$ cat src/rtl/call_stack_pkg.sv
// ---- call_stack_pkg : shared op codes, error bit indices and sizing helper (rev 1.0) ----
`default_nettype none

package call_stack_pkg;

   // Op code is {Push, Pop}
   localparam logic [1:0] OP_NONE = 2'b00;
   localparam logic [1:0] OP_POP  = 2'b01;
   localparam logic [1:0] OP_PUSH = 2'b10;
   localparam logic [1:0] OP_SWAP = 2'b11;

   // Bit positions shared with the CPU fault register
   localparam int ERR_OVF_BIT = 0;
   localparam int ERR_UNF_BIT = 1;
   localparam int ERR_BITS    = 2;

   function automatic int count_width(input int depth);
      return $clog2(depth + 1);
   endfunction

endpackage

`default_nettype wire

$ cat src/rtl/call_stack_mem.sv
// ---- call_stack_mem : DEPTH x ADDR_WIDTH storage, falling-edge write, async read (rev 1.0) ----
`default_nettype none

module call_stack_mem #(
   parameter int ADDR_WIDTH = 8,
   parameter int DEPTH      = 64,
   parameter int AW         = $clog2(DEPTH)
) (
   input  logic                  clk_i,
   input  logic                  we_i,
   input  logic [AW-1:0]         waddr_i,
   input  logic [ADDR_WIDTH-1:0] wdata_i,
   input  logic [AW-1:0]         raddr_i,
   output logic [ADDR_WIDTH-1:0] rdata_o
);

   logic [ADDR_WIDTH-1:0] mem_q [DEPTH];

   // Storage is intentionally left unreset; Count masks stale entries.
   always_ff @(negedge clk_i) begin
      if (we_i) begin
         mem_q[waddr_i] <= wdata_i;
      end
   end

   assign rdata_o = mem_q[raddr_i];

endmodule

`default_nettype wire

$ cat src/rtl/call_stack.sv
// ---- call_stack : parametrised return-address stack with peek, flush and sticky errors (rev 1.0) ----
`default_nettype none

module call_stack
   import call_stack_pkg::*;
#(
   parameter int ADDR_WIDTH = 8,
   parameter int DEPTH      = 64
) (
   input  logic                              Sys_Clock,
   input  logic                              Reset,
   input  logic                              Push,
   input  logic                              Pop,
   input  logic                              Flush,
   input  logic                              Clear_Err,
   input  logic [ADDR_WIDTH-1:0]             NPPC,
   output logic [ADDR_WIDTH-1:0]             Ret_Add,
   output logic [ADDR_WIDTH-1:0]             Top_Of_Stack,
   output logic [count_width(DEPTH)-1:0]     Count,
   output logic                              Full,
   output logic                              Empty,
   output logic                              Err_Overflow,
   output logic                              Err_Underflow,
   output logic                              Err_Out
);

   localparam int CW = count_width(DEPTH);
   localparam int AW = $clog2(DEPTH);

   logic [CW-1:0]         count_q, count_d;
   logic [ADDR_WIDTH-1:0] ret_q, ret_d;
   logic [ERR_BITS-1:0]   err_q, err_d;

   logic [1:0]            w_op;
   logic                  w_full, w_empty;
   logic                  w_we;
   logic [AW-1:0]         w_waddr, w_push_idx, w_top_idx;
   logic [ADDR_WIDTH-1:0] w_rdata;

   assign w_op       = {Push, Pop};
   assign w_full     = (count_q == CW'(DEPTH));
   assign w_empty    = (count_q == '0);
   assign w_push_idx = AW'(count_q);
   assign w_top_idx  = AW'(count_q - CW'(1));

   always_comb begin
      count_d = count_q;
      ret_d   = ret_q;
      err_d   = err_q & {ERR_BITS{~Clear_Err}};
      w_we    = 1'b0;
      w_waddr = w_push_idx;
      if (Flush) begin
         count_d = '0;
      end else begin
         case (w_op)
            OP_PUSH: begin
               if (w_full) begin
                  err_d[ERR_OVF_BIT] = 1'b1;
               end else begin
                  w_we    = 1'b1;
                  count_d = count_q + CW'(1);
               end
            end
            OP_POP: begin
               if (w_empty) begin
                  err_d[ERR_UNF_BIT] = 1'b1;
               end else begin
                  ret_d   = w_rdata;
                  count_d = count_q - CW'(1);
               end
            end
            OP_SWAP: begin
               if (w_empty) begin
                  err_d[ERR_UNF_BIT] = 1'b1;
               end else begin
                  ret_d   = w_rdata;
                  w_we    = 1'b1;
                  w_waddr = w_top_idx;
               end
            end
            default: ;
         endcase
      end
   end

   always_ff @(negedge Sys_Clock or negedge Reset) begin
      if (!Reset) begin
         count_q <= '0;
         ret_q   <= '0;
         err_q   <= '0;
      end else begin
         count_q <= count_d;
         ret_q   <= ret_d;
         err_q   <= err_d;
      end
   end

   // Write enable is qualified by Reset so an edge inside reset never lands a write.
   call_stack_mem #(
      .ADDR_WIDTH (ADDR_WIDTH),
      .DEPTH      (DEPTH),
      .AW         (AW)
   ) u_mem (
      .clk_i   (Sys_Clock),
      .we_i    (w_we & Reset),
      .waddr_i (w_waddr),
      .wdata_i (NPPC),
      .raddr_i (w_top_idx),
      .rdata_o (w_rdata)
   );

   assign Ret_Add       = ret_q;
   assign Top_Of_Stack  = w_empty ? '0 : w_rdata;
   assign Count         = count_q;
   assign Full          = w_full;
   assign Empty         = w_empty;
   assign Err_Overflow  = err_q[ERR_OVF_BIT];
   assign Err_Underflow = err_q[ERR_UNF_BIT];
   assign Err_Out       = |err_q;

endmodule

`default_nettype wire

$ cat config.mk
export PLATFORM = sky130hd
export DESIGN_NAME = call_stack
export DESIGN_NICKNAME = d
export VERILOG_FILES = /design/src/rtl/call_stack_pkg.sv /design/src/rtl/call_stack_mem.sv /design/src/rtl/call_stack.sv
export SDC_FILE = /design/constraint.sdc
export NUM_CORES = 1
export LEC_CHECK = 0
export CAP_MARGIN = 20
export CORE_MARGIN = 1
export CORE_UTILIZATION = 55
export DETAILED_ROUTE_END_ITERATION = 12
export PLACE_DENSITY = 0.72
export REMOVE_ABC_BUFFERS = 1
export SYNTH_ARGS = -nofsm -noshare
export SYNTH_HDL_FRONTEND = slang
export SYNTH_HIERARCHICAL = 1
export SYNTH_SLANG_ARGS = --single-unit
$ cat constraint.sdc
create_clock -name Sys_Clock -period 4.8 [get_ports Sys_Clock]
set_clock_uncertainty 0.2 [all_clocks]
set_input_delay 0.96 -clock Sys_Clock [delete_from_list [all_inputs] [get_ports Sys_Clock]]
set_output_delay 0.96 -clock Sys_Clock [all_outputs]
set_load 0.02 [all_outputs]
# Word level (Yosys, flattened, before mapping)
# Memory sizes are Yosys's and may differ from the RTL's.
# Index checks and enable logic that the tools add are counted.
[op_classes]
n_bitwise = 5
n_eq_ne = 6
reduce_logical = 6
n_addsub = 2
mux = 19
[op_table]
columns = ["operator", "n"]
rows = [
  ["$mux 7", 3],
  ["$mux 6", 3],
  ["$pmux 7 s2", 1],
  ["$mux 1", 9],
  ["$mux 8", 1],
  ["$add 7x1->7 const B", 1],
  ["$eq 7x7->1 const B", 1],
  ["$logic_not 7->1", 1],
  ["$sub 7x1->7 const B", 1],
  ["$ne 3x3->1 const B", 2],
  ["$reduce_and 3->1", 2],
  ["$eq 2x2->1 const B", 2],
  ["$reduce_or 2->1", 2],
  ["$not 1->1", 3],
  ["$reduce_bool 3->1", 1],
  ["$and 2x2->2", 1],
  ["$eq 2x1->1 const B", 1],
  ["$mux 2", 1],
  ["$pmux 1 s2", 1],
  ["$and 1x1->1", 1],
]
[word_totals]
regBits = 17
ram_bits = 512
memories = 1
[mem_list]
columns = ["name", "words", "word_bits", "rd", "rd_ports_with_merged_regs", "write_ports", "line", "rtl"]
rows = [
  ["u_mem.mem_q", 64, 8, 1, 0, 1, "call_stack_mem.sv:17", "logic [ADDR_WIDTH-1:0] mem_q [DEPTH];"],
]

# Depth between registers and ports, before layout
[depth]
ltp_word = 7
depth_mapped = 12
depth_no_buf = 10

# By module
# Netlist, hierarchy kept.
[by_module_without_submodules]
columns = ["mod", "n_inst", "cells_each", "area_each_um2", "seq_area_each_um2"]
rows = [
  ["call_stack_mem", 1, 915, 19949.1, 15374.7],
  ["call_stack", 1, 133, 1249.9, 425.4],
]

==> flow_metrics.tcl <==
set metrics [dict create \
    setup_slack_ps -2830 \
    drt-pass1-iter-count 6 \
    design.die.area_mm2 0.0393 \
    postRouteWirelength_um 72800 \
    htreeDepth 2 \
    via_per_inst 6.34 \
    final_nets 1891 \
    cp.arrival_ps 6470 \
    crit_fanout 9 \
    synth_cell_types 61 \
    start_kind "flop" \
    r2r-start "Count[0]$_DFFE_NN0P_" \
    ant_nets 0 \
    worst_slew_pin_slew_ps 589 \
    syn-instance-count 1048 \
    drv_slew 0 \
    multi_input_comb_area_mm2 0.00628 \
    total_power_w 0.0150 \
    cts_inserted_buffers 54 \
    hold_class "flop to flop" \
    rsz0062_at_grt "yes" \
    endpoint_kind "primary output" \
    postCtsHoldBufs 0 \
    first_global_vias 16100 \
    ys_ff_latch 529 \
    setup_viol 532 \
    violations "negative setup slack" \
    dp_cells 1748 \
    regArea_mm2 0.0158 \
    clkTransAtPathRegs_ps 60 \
    synth_flop_cell "edfxtp_1" \
    syn_to_final_growth_pct 42.4 \
    n_fill_cell 1653 \
    clockRootBuffer "clkbuf_16" \
    dr_total_vias 15400 \
    grt_use_total_pct 34.1 \
    status "complete, but fails checks" \
    cts.sinks 529 \
    grt_pass1_wl_um 95300 \
    initial_core_util_pct 56.1 \
    grt_overflow 0 \
    num_rows 71 \
    synth_edf_count 512 \
    yosys_warnings 6 \
    syn_area_per_cell_um2 20.2 \
    gp_congestion 0.903 \
    hold_depth 1 \
    async_flop_share_pct 3.21 \
    syn_area_mm2 0.0212 \
    drive_above_1_share_pct 37.4 \
    antenna_found_initial 1 \
    wl_per_cell_um 30.0 \
    mostFrequentLayoutCells "inv_1, edfxtp_1, mux4_2" \
    leakagePower_nw 12.5 \
    drc 0 \
    worstHoldStart "Ret_Add[6]$_DFFE_NN0P_" \
    final_common_cell "inv_1" \
    maxCapViolCount 0 \
    critPathLaunch "Count[0]$_DFFE_NN0P_" \
    insertion_delay_ps 690 \
    worstPathRequired_ps 3640 \
    io_buffers 41 \
    pin_count 42 \
    setup_tns_ps -151470 \
    hpwlAfterDp_um 30200 \
    core_mm2 0.0378 \
    peakVddDrop_uv 285 \
    die_y_um 198 \
    max_slew_margin_pct 60.6 \
    ys_seq_area_share_pct 74.5 \
    grt_max_degree 65 \
    cts_tree "yes" \
    initialDrtViolationCount 2434 \
    fin_cells 2431 \
    power.density_mw_per_mm2 497 \
    crit_type "flop to primary output" \
    worstRegToRegCells 14 \
    max-clock-path-buffers 3 \
    hold_violations 0 \
    die_w_um 198 \
]
[state kept, by name (all words and copies together) (netlist names)]
signal and count:
u_mem/mem_q 512, Ret_Add 8, Count 7, err_q 2
[kinds of logic after synthesis]
family,after synthesis,synth area share (%)
AOI/OAI and AO/OA,87,3.23
xor gates and xnor gates,6,0.248
adders and majority gates,3,0.177
buffers and inverters,72,1.72
DFF,529,74.5
muxes,186,16.1
and+or+nand+nor,165,4.02
[power breakdown]
part / total, W / leakage, nW / switching (W) / internal, W
Clock: 0.00660 / 3.63 / 0.00349 / 0.00311
Combinational: 0.00321 / 4.03 / 0.00172 / 0.00149
Sequential: 0.00519 / 4.82 / 0.0000516 / 0.00514
Total: 0.0150 / 12.5 / 0.00527 / 0.00974
[final timing paths]
check | endpoint | slack [ps]
worst min register to register | Ret_Add[6]$_DFFE_NN0P_ | 240
min in group asynchronous | err_q[1]$_DFF_NN0_ | 2610
worst min-delay path | Ret_Add[6]$_DFFE_NN0P_ | 240
worst max-delay path | Top_Of_Stack[5] | -2830
worst max register to register | Ret_Add[3]$_DFFE_NN0P_ | 750
max in group asynchronous | Ret_Add[2]$_DFFE_NN0P_ | 1520
[cells in the mapped netlist (all sizes together), types with 6 or more instances]
cell | count | area (um2)
nand2 | 12 | 45.0
nand3 | 12 | 60.1
dfrtn | 17 | 425
edfxtp | 512 | 15400
o221ai | 12 | 105
and2 | 10 | 62.6
nor3 | 6 | 30.0
a221oi | 7 | 67.6
mux2 | 22 | 251
nor2 | 77 | 294
nand3b | 7 | 52.6
a21oi | 10 | 50.1
a211o | 7 | 61.3
mux2i | 43 | 430
nor2b | 11 | 76.3
inv | 11 | 41.3
buf | 34 | 221
clkbuf | 26 | 97.6
o22ai | 15 | 93.8
nand2b | 7 | 43.8
a22o | 12 | 105
a21o | 6 | 45.0
mux4 | 121 | 2730
[layout make-up]
cell class                 instances  share of cell area, %
tap                              511                   2.12
antenna                            1                0.00829
clock buffer                      59                   4.82
inverter                          11                  0.195
sequential                       529                   52.4
multi-input combinational        447                   20.8
timing repair buffer             319                   12.0
clock inverter                   554                   7.66
[timing repair]
action / 4_1_cts / 5_1_grt
buffers inserted: 50 / 19
gates cloned: 6 / 1
pin swaps: 90 / 52
endpoints found under the setup margin: 544 / 533
gates resized for setup: 531 / 99
[worst max-delay path, stage by stage (launching register included)]
cell     delay [ps]
dfrtn_1         410
buf_4           160
buf_6           120
nor3_4          350
xor2_1          530
buf_4           260
buf_12          160
buf_4           170
and2_2          300
buf_4           230
a21o_1          290
o22ai_2         150
and2_4          200
buf_6           130
[layer usage]
layer  GRT usage (%)  routed length [um]  up-vias
li1                -                   -     6004
met1            41.1               23800     7441
met2            54.1               34100     1578
met3            10.3                9740      398
met4            21.2                5190        0
met5            1.15                   0        -
[stage by stage]
step                      util (%)  setup slack, ps  cell area (um2)  hold WS [ps]
final                         79.9            -2830            30200           237
after global routing          79.9            -2690            30200           253
after CTS                     78.5            -2120            29700           245
after detailed placement      63.0            -2160            23800           249
after global placement        63.0            -2140            23800           232
after floorplan                  -            -6250            20900           370
Power figures use the tool's default switching activity.
